<file path="config.mk">
export PLATFORM = sky130hd
export DESIGN_NAME = tail_light_seq
export DESIGN_NICKNAME = d
export VERILOG_FILES = /design/src/rtl/tail_light_seq.sv
export SDC_FILE = /design/constraint.sdc
export NUM_CORES = 1
export LEC_CHECK = 0
export ABC_CLOCK_PERIOD_IN_PS = 2500
export BUFFER_PORTS_ARGS = -buffer_cell sky130_fd_sc_hd__buf_2
export CAP_MARGIN = 15
export CELL_PAD_IN_SITES_DETAIL_PLACEMENT = 0
export CELL_PAD_IN_SITES_GLOBAL_PLACEMENT = 1
export CORE_MARGIN = 2
export CORE_UTILIZATION = 30
export DETAILED_ROUTE_END_ITERATION = 7
export PLACE_DENSITY_LB_ADDON = 0.1
export REMOVE_ABC_BUFFERS = 1
export SKIP_LAST_GASP = 1
export SYNTH_ARGS = -nofsm -noshare
export SYNTH_HDL_FRONTEND = slang
export SYNTH_SLANG_ARGS = --single-unit
</file>
<file path="constraint.sdc">
create_clock -name Clk -period 2.5 [get_ports Clk]
set_input_delay 0.375 -clock Clk [delete_from_list [all_inputs] [get_ports Clk]]
set_output_delay 0.375 -clock Clk [all_outputs]
set_load 0.03 [all_outputs]
</file>
<file path="src/rtl/tail_light_seq.sv">
// Purpose: sequential tail-light controller (left/right sweep, hazard, brake override, step prescaler).
// Latency: lights is registered; an input change shows on lights exactly one Clk edge later.
// Backpressure: none; level-sensitive inputs are sampled every edge and lamps are driven continuously.
module tail_light_seq #(
    parameter int N_LAMPS = 3,
    parameter int DIV     = 1,
    parameter int CW      = 8
) (
    input  logic                   Clk,
    input  logic                   Reset,
    input  logic                   left,
    input  logic                   right,
    input  logic                   hazard,
    input  logic                   brake,
    output logic [2*N_LAMPS-1:0]   lights
);

    localparam int SW = $clog2(N_LAMPS + 1);

    typedef enum logic [1:0] {
        IDLE  = 2'd0,
        LEFT  = 2'd1,
        RIGHT = 2'd2,
        HAZ   = 2'd3
    } mode_t;

    mode_t                  mode, mode_n, req;
    logic [SW-1:0]          step, step_n, last_step;
    logic [CW-1:0]          pre, pre_n;
    logic                   brake_q, brake_n;
    logic [2*N_LAMPS-1:0]   lights_n;

    // State register: mode, sequence position, prescaler, brake sample and lamp outputs.
    always_ff @(posedge Clk) begin
        if (Reset) begin
            mode    <= IDLE;
            step    <= '0;
            pre     <= '0;
            brake_q <= 1'b0;
            lights  <= '0;
        end else begin
            mode    <= mode_n;
            step    <= step_n;
            pre     <= pre_n;
            brake_q <= brake_n;
            lights  <= lights_n;
        end
    end

    // Next-state: requested mode by priority, restart on mode change, otherwise prescaled stepping.
    always_comb begin
        req       = IDLE;
        mode_n    = mode;
        step_n    = step;
        pre_n     = pre;
        brake_n   = brake;
        last_step = (mode == HAZ) ? SW'(1) : SW'(N_LAMPS);

        if (hazard || (left && right)) begin
            req = HAZ;
        end else if (left) begin
            req = LEFT;
        end else if (right) begin
            req = RIGHT;
        end

        if (req != mode) begin
            // A new mode always starts its pattern from scratch; no prescaler carry.
            mode_n = req;
            step_n = '0;
            pre_n  = '0;
        end else if (mode == IDLE) begin
            step_n = '0;
            pre_n  = '0;
        end else if (pre == CW'(DIV - 1)) begin
            pre_n  = '0;
            step_n = (step == last_step) ? '0 : step + SW'(1);
        end else begin
            pre_n  = pre + CW'(1);
        end
    end

    // Lamp pattern derived from next-state values so the output register adds only one edge of delay.
    always_comb begin
        lights_n = '0;
        case (mode_n)
            IDLE: begin
                if (brake_n) begin
                    lights_n = '1;
                end
            end
            LEFT: begin
                // Left side: bit N_LAMPS innermost, growing outward with step.
                if (int'(step_n) < N_LAMPS) begin
                    for (int i = 0; i < N_LAMPS; i++) begin
                        if (i <= int'(step_n)) begin
                            lights_n[N_LAMPS + i] = 1'b1;
                        end
                    end
                end
                if (brake_n) begin
                    lights_n[N_LAMPS-1:0] = '1;
                end
            end
            RIGHT: begin
                // Right side: bit N_LAMPS-1 innermost, growing toward bit 0 with step.
                if (int'(step_n) < N_LAMPS) begin
                    for (int i = 0; i < N_LAMPS; i++) begin
                        if (i <= int'(step_n)) begin
                            lights_n[N_LAMPS - 1 - i] = 1'b1;
                        end
                    end
                end
                if (brake_n) begin
                    lights_n[2*N_LAMPS-1:N_LAMPS] = '1;
                end
            end
            HAZ: begin
                // Brake has no effect while hazards flash.
                if (step_n == '0) begin
                    lights_n = '1;
                end
            end
            default: lights_n = '0;
        endcase
    end

endmodule
</file>
# Word level (Yosys, flattened, before mapping)
# Index checks and enable logic that the tools add are counted.
totals:
  register_bits: 18
  inputBits: 6
  out_inout_bits: 6
  word_cells: 39
op_classes:
  n_addsub: 2
  n_lt_le_gt_ge: 3
  eq_ne: 6
  muxes: 17
  n_reduce_logical: 7
op_table:
  columns: ["operator", "n"]
  rows:
  - ["$pmux W6 S4", 1]
  - ["$mux W2", 9]
  - ["$mux W6", 2]
  - ["$mux W3", 3]
  - ["$add A8 B1 Y8 const B", 1]
  - ["$logic_not A8 Y1", 1]
  - ["$eq A2 B2 Y1 const B", 3]
  - ["$logic_not A2 Y1", 3]
  - ["$reduce_or A4 Y1", 1]
  - ["$add A2 B1 Y2 const B", 1]
  - ["$eq A2 B1 Y1 const B", 1]
  - ["$eq A2 B2 Y1", 1]
  - ["$le A1 B2 Y1 const A", 1]
  - ["$le A2 B2 Y1 const A", 1]
  - ["$lt A2 B2 Y1 const B", 1]
  - ["$mux W1", 2]
  - ["$ne A2 B2 Y1", 1]
  - ["$logic_and A1 B1 Y1", 1]
  - ["$logic_or A1 B1 Y1", 1]

# Logic depth before layout (Yosys ltp)
# Gate-level depths: netlist of the first run.
depth:
  depth_word: 11
  depth_mapped: 10
  depth_no_buf: 9

# Worst setup path after synthesis of the first run
# No wires, ideal clock.
synth_timing:
  path_type: "input to register"
  from: "input hazard"
  to: "register lights[0]"
  setup_time_ps: 132
  arrival_ps: 2087
  required_ps: 2368
  path_slack_ps: 282
  stages: 9
  n_path_buf: 3
  path_cell_list: "clkbuf_1 or4b_1 buf_2 buf_6 a22o_2 ha_1 inv_1 a2bb2oi_1 a21oi_1"
synth_via:
  elab_chain_cells: 8
  elab_cells_between_ends: 16
  cone_classes: "order compare: 2; eq/ne: 4; mux: 7; reduce/logical: 3"
synth_rtl:
  columns: ["element", "line_no", "text"]
  rows:
  - ["from (decl)", "13", "input logic hazard,"]
  - ["$logic_or A1 B1 Y1 *", "59", "if (hazard || (left && right)) begin"]
  - ["$mux W2 *", "59", null]
  - ["$ne A2 B2 Y1", "67", "if (req != mode) begin"]
  - ["$mux W2", "67", null]
  - ["$le A2 B2 Y1", "109", "if (i <= int'(step_n)) begin"]
  - ["$mux W1", "109", null]
  - ["$mux W3", "107", "if (int'(step_n) < N_LAMPS) begin"]
  - ["$pmux W6 S4 *", "86", "case (mode_n)"]
  - ["to (signal assigned)", "46", "lights <= lights_n;"]
  - ["to (decl)", "15", "output logic [2*N_LAMPS-1:0] lights"]
# Mark *: on every way between the ends. The rest lies on a longest branch, timed or not.
# A chain may end at the register's enable or synchronous reset.

# Final worst setup path of the first run
layout_timing:
  from: "register pre[0]"
  to: "register lights[1]"
layout_via:
  elab_chain_cells: 8
  elab_cells_between_ends: 11
  cone_classes: "order compare: 2; mux: 7; reduce/logical: 2"
layout_rtl:
  columns: ["element", "line_no", "text"]
  rows:
  - ["from (decl)", "29", "logic [CW-1:0] pre, pre_n;"]
  - ["from (signal assigned)", "44", "pre <= pre_n;"]
  - ["$logic_not A8 Y1 *", "75", "end else if (pre == CW'(DIV - 1)) begin"]
  - ["$mux W2 *", "75", null]
  - ["$mux W2 *", "72", "end else if (mode == IDLE) begin"]
  - ["$mux W2 *", "67", null]
  - ["$le A1 B2 Y1", "109", null]
  - ["$mux W1", "109", null]
  - ["$mux W3", "107", null]
  - ["$pmux W6 S4 *", "86", null]
# Marked as above.

==> impl_summary.txt, run 1 <==
----------------------------------------------------
[STA]
  Actual slew at the worst max-slew pin ... slightly below 0.4 ns
  Final worst path period need ... 2.22 ns
  Peak clock frequency supported by timing ... about 450 MHz
  Pins Over Slew Limit ... 0
  Headroom to the max-slew limit ... approximately 73%
  Final hold violation count ... 0
  Setup violation total in the final timing report ... 0
  RSZ-0062 raised after global routing ... no
  Maximum clock skew at final layout ... about 0.0037 ns
  Final TNS setup ... 0 ns
  Worst path setup slack after routing ... about 0.28 ns
  Worst hold margin ... roughly 0.37 ns
  Final worst-path cycle share ... around 89%

[Floorplan]
  Placement Rows ... 20
  Floorplan die area ... around 3500 um^2
  Placeable Area ... 2980 um^2
  Overall die width ... a little under 60 um
  Number of top-level pins ... 12
  Die height ... 59.5 um
  Starting density of the core ... between 30% and 40%

[Finish]
  Diodes inserted ... 0
  Area growth from synthesis to layout ... 11.8%
  End-of-flow core utilization ... 34.7%
  Share of layout cells above drive strength 1 ... about a fifth
  Net total in the final layout ... 126
  Area of all placed cells without fillers ... 1030 um^2

[Logic synthesis]
  Cell variety after synth ... 33
  Async set-reset flop share out of synthesis ... 0%
  Synth top area cells ... sky130_fd_sc_hd__dfxtp_1, sky130_fd_sc_hd__ha_1, sky130_fd_sc_hd__a21oi_1, sky130_fd_sc_hd__a211oi_1, sky130_fd_sc_hd__a221oi_1
  Largest area contributor in the netlist ... sky130_fd_sc_hd__dfxtp_1
  Dominant synthesized flop cell ... sky130_fd_sc_hd__dfxtp_1
  Most common cell in the netlist ... sky130_fd_sc_hd__dfxtp_1
  Cells after synthesis ... just over 100
  Cell area after synthesis ... between 900 and 1000 um^2
  Top post-synthesis cells by count ... sky130_fd_sc_hd__dfxtp_1, sky130_fd_sc_hd__a21oi_1, sky130_fd_sc_hd__inv_1
  Number of warning messages in the yosys log ... 0
  Seq/Total Area, Yosys ... about two fifths
  Avg Inst Size Synth ... around 9.1 um^2
  Synthesized flop and latch total ... 18
  Number of enable flip-flop cells after synthesis ... 0
  Share of Yosys cell area claimed by the top area cell type ... approximately two fifths

[Global route]
  Maximum number of pins on one net before global-route repair ... 13
  Antenna violations before repair ... 0
  Global-route wire length before repair ... about 3600 um
  Remaining Overflow, GRT ... 0
  Global router's overall resource usage ... between 10% and 20%
  Vias in the first global route ... about 790

[Setup path]
  CP endpoint kind ... flip-flop
  Kind of start point of the critical path ... flip-flop
  Required time reported for the critical path endpoint ... between 2 and 3 ns
  Critical Path Slowest Stage Cell ... sky130_fd_sc_hd__or4b_1
  Maximum fanout encountered on the critical timing path ... 5
  Startpoint of the most critical setup path ... pre[0]
  Signal arrival time at the worst endpoint ... between 2 and 2.5 ns
  Maximum cell stage delay along the critical path ... 0.46 ns
  Path type of the worst setup path ... flip-flop to flip-flop
  Ordered cell list for the critical path ... inv_1, ha_1, or4b_1, o21ai_0, a22o_2, ha_1, inv_1, a2bb2oi_1, a21oi_1
  Startpoint of the worst-slack reg-to-reg timing path ... pre[0]

[Hold path]
  Min-delay src ... Reset
  Hold WC Path Type ... input pin to flip-flop

[Route]
  DRC viols ... 0
  Wire length per cell after detailed routing ... around 14 um
  Per-cell via count in the routed design ... between 5 and 6
  Overall routed net length ... 2020 um
  Starting DRC count in detailed routing ... 29
  Number of vias in the routed layout ... around 800
  Count of antenna-violating nets left after detailed routing ... 0
  Detailed-router iteration count before antenna repair ... 4

[CTS]
  CTS H-tree lvls ... 1
  Clock Tree Root ... sky130_fd_sc_hd__clkbuf_4
  Total CTS buffers ... 3
  CTS-repair resized insts ... 0
  Maximum count of clock buffers along a single path ... 2
  Number of setup buffers added after CTS ... 0
  Hold buffers post-CTS ... 0
  TritonCTS clock tree ... built
  Later-pin clock latency in the skew report ... between 0.2 and 0.3 ns
  Clock slew at the register clock pins of the worst setup and hold paths ... ~0.10 ns
  Number of clock sinks ... 18

[Power and ir drop]
  Largest voltage drop on the vdd net ... 0.000271 V
  Cell area power density ... just over 500 nW/um^2
  Static leakage power ... 0.391 nW

[Placed design]
  RD Place Congestion ... 0.741
  Post-place setup slack ... around 0.23 ns
  Standard cell area after detailed placement ... ~1000 um^2
  Half-perimeter wire length of the detailed placement result ... around 1500 um
  Number of buffers added on ports ... 11

[Status]
  Result of the run ... complete, no violations

[Job]
  Number of max-cap violations ... 0

----------------------------------------------------
final cells by class:
| type | instances | area (um^2) |
|---|---|---|
| inverter | 7 | 26.3 |
| clock buffer | 3 | 22.5 |
| sequential | 18 | 360 |
| fill | 315 | 1950 |
| timing repair buffer | 15 | 85.1 |
| multi-input combinational | 70 | 497 |
| tap | 33 | 41.3 |
kinds of logic (layout without fill, tap and decap cells):
| kind of cell | Yosys count | in the layout | synth area share (%) |
|---|---|---|---|
| compound gates | 36 | 36 | 27.9 |
| xor+xnor | 3 | 3 | 2.85 |
| fa+ha+maj | 5 | 5 | 6.78 |
| buf+inv | 13 | 25 | 7.18 |
| flops | 18 | 18 | 39.0 |
| simple gates | 26 | 26 | 16.3 |
layer usage:
metal	vias to the layer above	GRT usage, %	part of all wire, %
met5	-	0	0
met4	0	3.90	0.94
met3	2	3.93	4.0
met2	16	24.0	49
met1	382	16.6	46
li1	399	-	-
worst paths after layout:
| check | depth (start not counted) | slack (ns) | end |
|---|---|---|---|
| hold reg to reg | 1 | 0.50 | pre[0] |
| setup reg to reg | 9 | 0.28 | lights[1] |
| hold / removal | 2 | 0.37 | lights[0] |
| setup / recovery | 9 | 0.28 | lights[1] |
layout by cell type (no fill, tap or decap), types with 3 or more instances in the layout:
cell type	count
sky130_fd_sc_hd__a221oi_1	4
sky130_fd_sc_hd__nor2_1	4
sky130_fd_sc_hd__clkbuf_4	3
sky130_fd_sc_hd__nand2_1	6
sky130_fd_sc_hd__o22ai_1	3
sky130_fd_sc_hd__inv_1	7
sky130_fd_sc_hd__o21ai_0	3
sky130_fd_sc_hd__a211oi_1	5
sky130_fd_sc_hd__a21oi_1	8
sky130_fd_sc_hd__buf_2	11
sky130_fd_sc_hd__nand3_1	4
sky130_fd_sc_hd__or3_1	3
sky130_fd_sc_hd__ha_1	5
sky130_fd_sc_hd__buf_4	4
sky130_fd_sc_hd__dfxtp_1	18
stage by stage:
step / std cells / total power, mW
2_1_floorplan: 95 / 0.354
3_3_place_gp: 143 / 0.383
3_5_place_dp: 143 / 0.383
4_1_cts: 146 / 0.535
5_1_grt: 146 / 0.552
6_report: 146 / 0.520
sequential cells by signal, indices dropped and copies added, names as in the netlist:
name,flops
mode,2
lights,6
step,2
pre,8
worst max-delay path, delay by kind of cell, from the launching register on:
family / cells / cell delay (ns)
flip-flops: 1 / 0.35
adder cells (fa/ha/maj): 2 / 0.32
buffers and inverters: 2 / 0.11
AND/OR/NAND/NOR: 1 / 0.46
AO/OA/AOI/OAI: 4 / 0.92
where the power goes:
part           switching (mW)  internal, mW
clock network          0.0890        0.0561
registers             0.00416         0.298
logic                  0.0473        0.0258
total                   0.140         0.380
Power figures use the tool's default switching activity.
==> run 2, diff against run 1 <==
ABC_AREA = 1   (was unset)
PLACE_DENSITY = 0.6   (was unset)
PLACE_DENSITY_LB_ADDON = unset   (was 0.1)
==> impl_summary.txt, run 2 <==
----------------------------------------------------
[Logic synthesis]
  Post-synthesis compound-gate area fraction ... under 10%
  Proportion of synthesized area in mux cells ... 0%
  Cell area after synthesis ... 1010 um^2
  Dominant synthesized flop cell ... sky130_fd_sc_hd__dfxtp_1
  Seq/Total Area, Yosys ... between 30 and 40%
  Share of synthesized cell area in full adder, half adder and majority cells ... ~6.2%
  Share of Yosys cell area claimed by the top area cell type ... between 30% and 40%
  Number of enable flip-flop cells after synthesis ... 0
  Async set-reset flop share out of synthesis ... 0%
  Avg Inst Size Synth ... between 6 and 7 um^2
  Cells after synthesis ... 150
  Xor/xnor share of the synthesized area ... under 10%
  Top post-synthesis cells by count ... sky130_fd_sc_hd__nand2_1, sky130_fd_sc_hd__inv_1, sky130_fd_sc_hd__nor2_1
  Basic-gate share of the synthesized area counting and, or, nand and nor cells ... 39.1%
  Dominant combinational cell family by area after synthesis ... simple AND/OR/NAND/NOR gates
  Largest area contributor in the netlist ... sky130_fd_sc_hd__dfxtp_1
  Synth top area cells ... sky130_fd_sc_hd__dfxtp_1, sky130_fd_sc_hd__nand2_1, sky130_fd_sc_hd__inv_1, sky130_fd_sc_hd__nor2_1, sky130_fd_sc_hd__ha_1
  Cell variety after synth ... 21
  Synthesized flop and latch total ... 18
  Most common cell in the netlist ... sky130_fd_sc_hd__nand2_1
  Number of warning messages in the yosys log ... 0

[STA]
  Pins Over Slew Limit ... 0
  Peak clock frequency supported by timing ... ~550 MHz
  RSZ-0062 raised after global routing ... no
  Final hold violation count ... 0
  Setup violation total in the final timing report ... 0
  Headroom to the max-slew limit ... 75.4%
  Final worst-path cycle share ... between 70% and 80%
  Final worst path period need ... approximately 1.8 ns
  Actual slew at the worst max-slew pin ... roughly 0.37 ns
  Maximum clock skew at final layout ... 0.00174 ns
  Final TNS setup ... 0 ns

[Route]
  Count of antenna-violating nets left after detailed routing ... 0
  Starting DRC count in detailed routing ... 34
  Detailed-router iteration count before antenna repair ... 4
  DRC viols ... 0
  Overall routed net length ... 2010 um
  Per-cell via count in the routed design ... roughly 4.3
  Wire length per cell after detailed routing ... between 9 and 10 um
  Number of vias in the routed layout ... 900

[Floorplan]
  Floorplan die area ... approximately 3900 um^2
  Overall die width ... 62.1 um
  Placement Rows ... 21
  Placeable Area ... 3280 um^2
  Die height ... about 62 um
  Number of top-level pins ... 12
  Starting density of the core ... approximately 30%

[Power and ir drop]
  Cell area power density ... around 510 nW/um^2
  Switching power as a share of total power ... 28.3%
  Proportion of power drawn by flip-flops and latches ... 52.2%
  Internal Pwr Total ... about 420 uW
  Largest voltage drop on the vdd net ... 0.000242 V
  Net switching power ... ~170 uW
  Comb pwr share ... around 17%
  Clock power frac ... 30.5%
  Static leakage power ... about 0.56 nW

[Global route]
  Global-route wire length before repair ... ~3500 um
  Remaining Overflow, GRT ... 0
  Maximum number of pins on one net before global-route repair ... 11
  Antenna violations before repair ... 0
  Global router's overall resource usage ... roughly an eighth
  Vias in the first global route ... just over 800

[CTS]
  Number of clock sinks ... 18
  Clock Tree Root ... sky130_fd_sc_hd__clkbuf_4
  CTS-repair resized insts ... 0
  Later-pin clock latency in the skew report ... between 0.2 and 0.3 ns
  Number of setup buffers added after CTS ... 0
  TritonCTS clock tree ... built
  Hold buffers post-CTS ... 0
  Maximum count of clock buffers along a single path ... 2
  CTS H-tree lvls ... 1
  Total CTS buffers ... 3
  Clock slew at the register clock pins of the worst setup and hold paths ... roughly 0.1 ns

[Hold path]
  Number of cells on the worst hold path ... 2
  Min-delay src ... Reset
  Hold WC Path Type ... input pin to flip-flop
  End of the worst hold path ... step[1]

[Placed design]
  RD Place Congestion ... around 0.76
  Half-perimeter wire length of the detailed placement result ... between 1500 and 2000 um
  Standard cell area after detailed placement ... around 1100 um^2
  Number of buffers added on ports ... 11

[Finish]
  Net total in the final layout ... about 180
  Share of layout cells above drive strength 1 ... a little under a fifth
  Top library cells by usage in the layout, fill and taps aside ... sky130_fd_sc_hd__nand2_1, sky130_fd_sc_hd__inv_1, sky130_fd_sc_hd__nor2_1
  Area taken by flip-flops and latches ... between 300 and 400 um^2
  Area of all placed cells without fillers ... 1160 um^2
  Biggest regs ... pre x8, lights x6
  Flip-flop count of the largest register after layout ... 8
  Top reg by flops ... pre
  Diodes inserted ... 0
  Layout filler cell count ... ~380
  Most frequent standard cell in the layout excluding fill and tap cells ... sky130_fd_sc_hd__nand2_1
  Area growth from synthesis to layout ... 14.4%
  Area taken by multi-input logic gates ... 547 um^2

[Status]
  Result of the run ... complete, no violations

[Setup path]
  Maximum cell stage delay along the critical path ... approximately 0.35 ns
  Maximum fanout encountered on the critical timing path ... 4
  Critical Path Slowest Stage Cell ... sky130_fd_sc_hd__dfxtp_1
  Dominant cell type by count on the critical path ... sky130_fd_sc_hd__nor2_1
  Number of cells on the worst reg-to-reg path ... 12
  Signal arrival time at the worst endpoint ... just under 2 ns
  Path type of the worst setup path ... flip-flop to flip-flop
  Startpoint of the worst-slack reg-to-reg timing path ... pre[0]
  Kind of start point of the critical path ... flip-flop
  CP endpoint kind ... flip-flop
  Ordered cell list for the critical path ... inv_1, ha_1, inv_1, nor2_1, nand2_1, nor2_1, nor2_1, nor2_1, nand2_2, ha_1, a21oi_1, a31oi_1
  Required time reported for the critical path endpoint ... ~2.7 ns
  Register-to-register path setup slack ... between 0.6 and 0.7 ns
  FF-to-FF End ... lights[2]

[Job]
  Number of max-cap violations ... 0

----------------------------------------------------
[run 2: how the worst max path moves through the flow]
stage,slack [ns],depth (start not counted),start,to
6_report,0.69,12,pre[0],lights[2]
5_1_grt,0.48,12,pre[0],lights[0]
4_1_cts,0.67,14,pre[0],lights[4]
3_5_place_dp,0.60,12,hazard,lights[4]
3_3_place_gp,0.62,12,hazard,lights[4]
2_1_floorplan,0.84,14,pre[0],lights[4]
[run 2: worst max-delay path, delay by kind of cell (launching register included)]
| family | cells | cell delay, ns |
|---|---|---|
| DFF | 1 | 0.35 |
| AOI/OAI and AO/OA | 2 | 0.34 |
| and+or+nand+nor | 6 | 0.51 |
| buffers and inverters | 2 | 0.10 |
| adders and majority gates | 2 | 0.37 |
[run 2: final cells by class]
| type | instances | share of cell area (%) |
|---|---|---|
| clock buffer | 4 | 3.14 |
| inverter | 26 | 8.66 |
| timing repair buffer | 11 | 4.76 |
| sequential | 18 | 31.2 |
| multi-input combinational | 105 | 47.3 |
| tap | 46 | 4.98 |
[run 2: metrics by stage]
stage / cells / hold WS (ns) / util (%) / power, mW / worst slack [ns]
6_report: 210 / 0.380 / 35.2 / 0.585 / 0.690
5_1_grt: 210 / 0.351 / 35.2 / 0.630 / 0.478
4_1_cts: 210 / 0.361 / 35.2 / 0.598 / 0.671
3_5_place_dp: 206 / 0.486 / 34.1 / 0.414 / 0.604
3_3_place_gp: 206 / 0.467 / 34.1 / 0.415 / 0.618
2_1_floorplan: 149 / 0.442 / - / 0.385 / 0.843
[run 2: power by group through the flow]
stage	Sequential (mW)	Combinational, mW	Clock (mW)
floorplan	0.331	0.0543	0
global placement	0.312	0.103	0
detailed placement	0.312	0.102	0
CTS	0.306	0.102	0.190
global route	0.307	0.114	0.209
finish	0.305	0.102	0.178
[run 2: cell families (layout without fill, tap and decap cells)]
logic type               count (synthesis)  in the layout
AND/OR/NAND/NOR                         86             86
buffers and inverters                   27             41
AO/OA/AOI/OAI                           11             11
flip-flops                              18             18
adder cells (fa/ha/maj)                  5              5
XOR/XNOR                                 3              3
[run 2: per-layer routing]
| metal | routed length (um) | global-route usage (%) | up-vias |
|---|---|---|---|
| li1 | - | - | 498 |
| met5 | 0 | 0 | - |
| met2 | 986 | 19.5 | 8 |
| met1 | 960 | 16.3 | 392 |
| met3 | 54 | 4.35 | 2 |
| met4 | 9 | 2.74 | 0 |
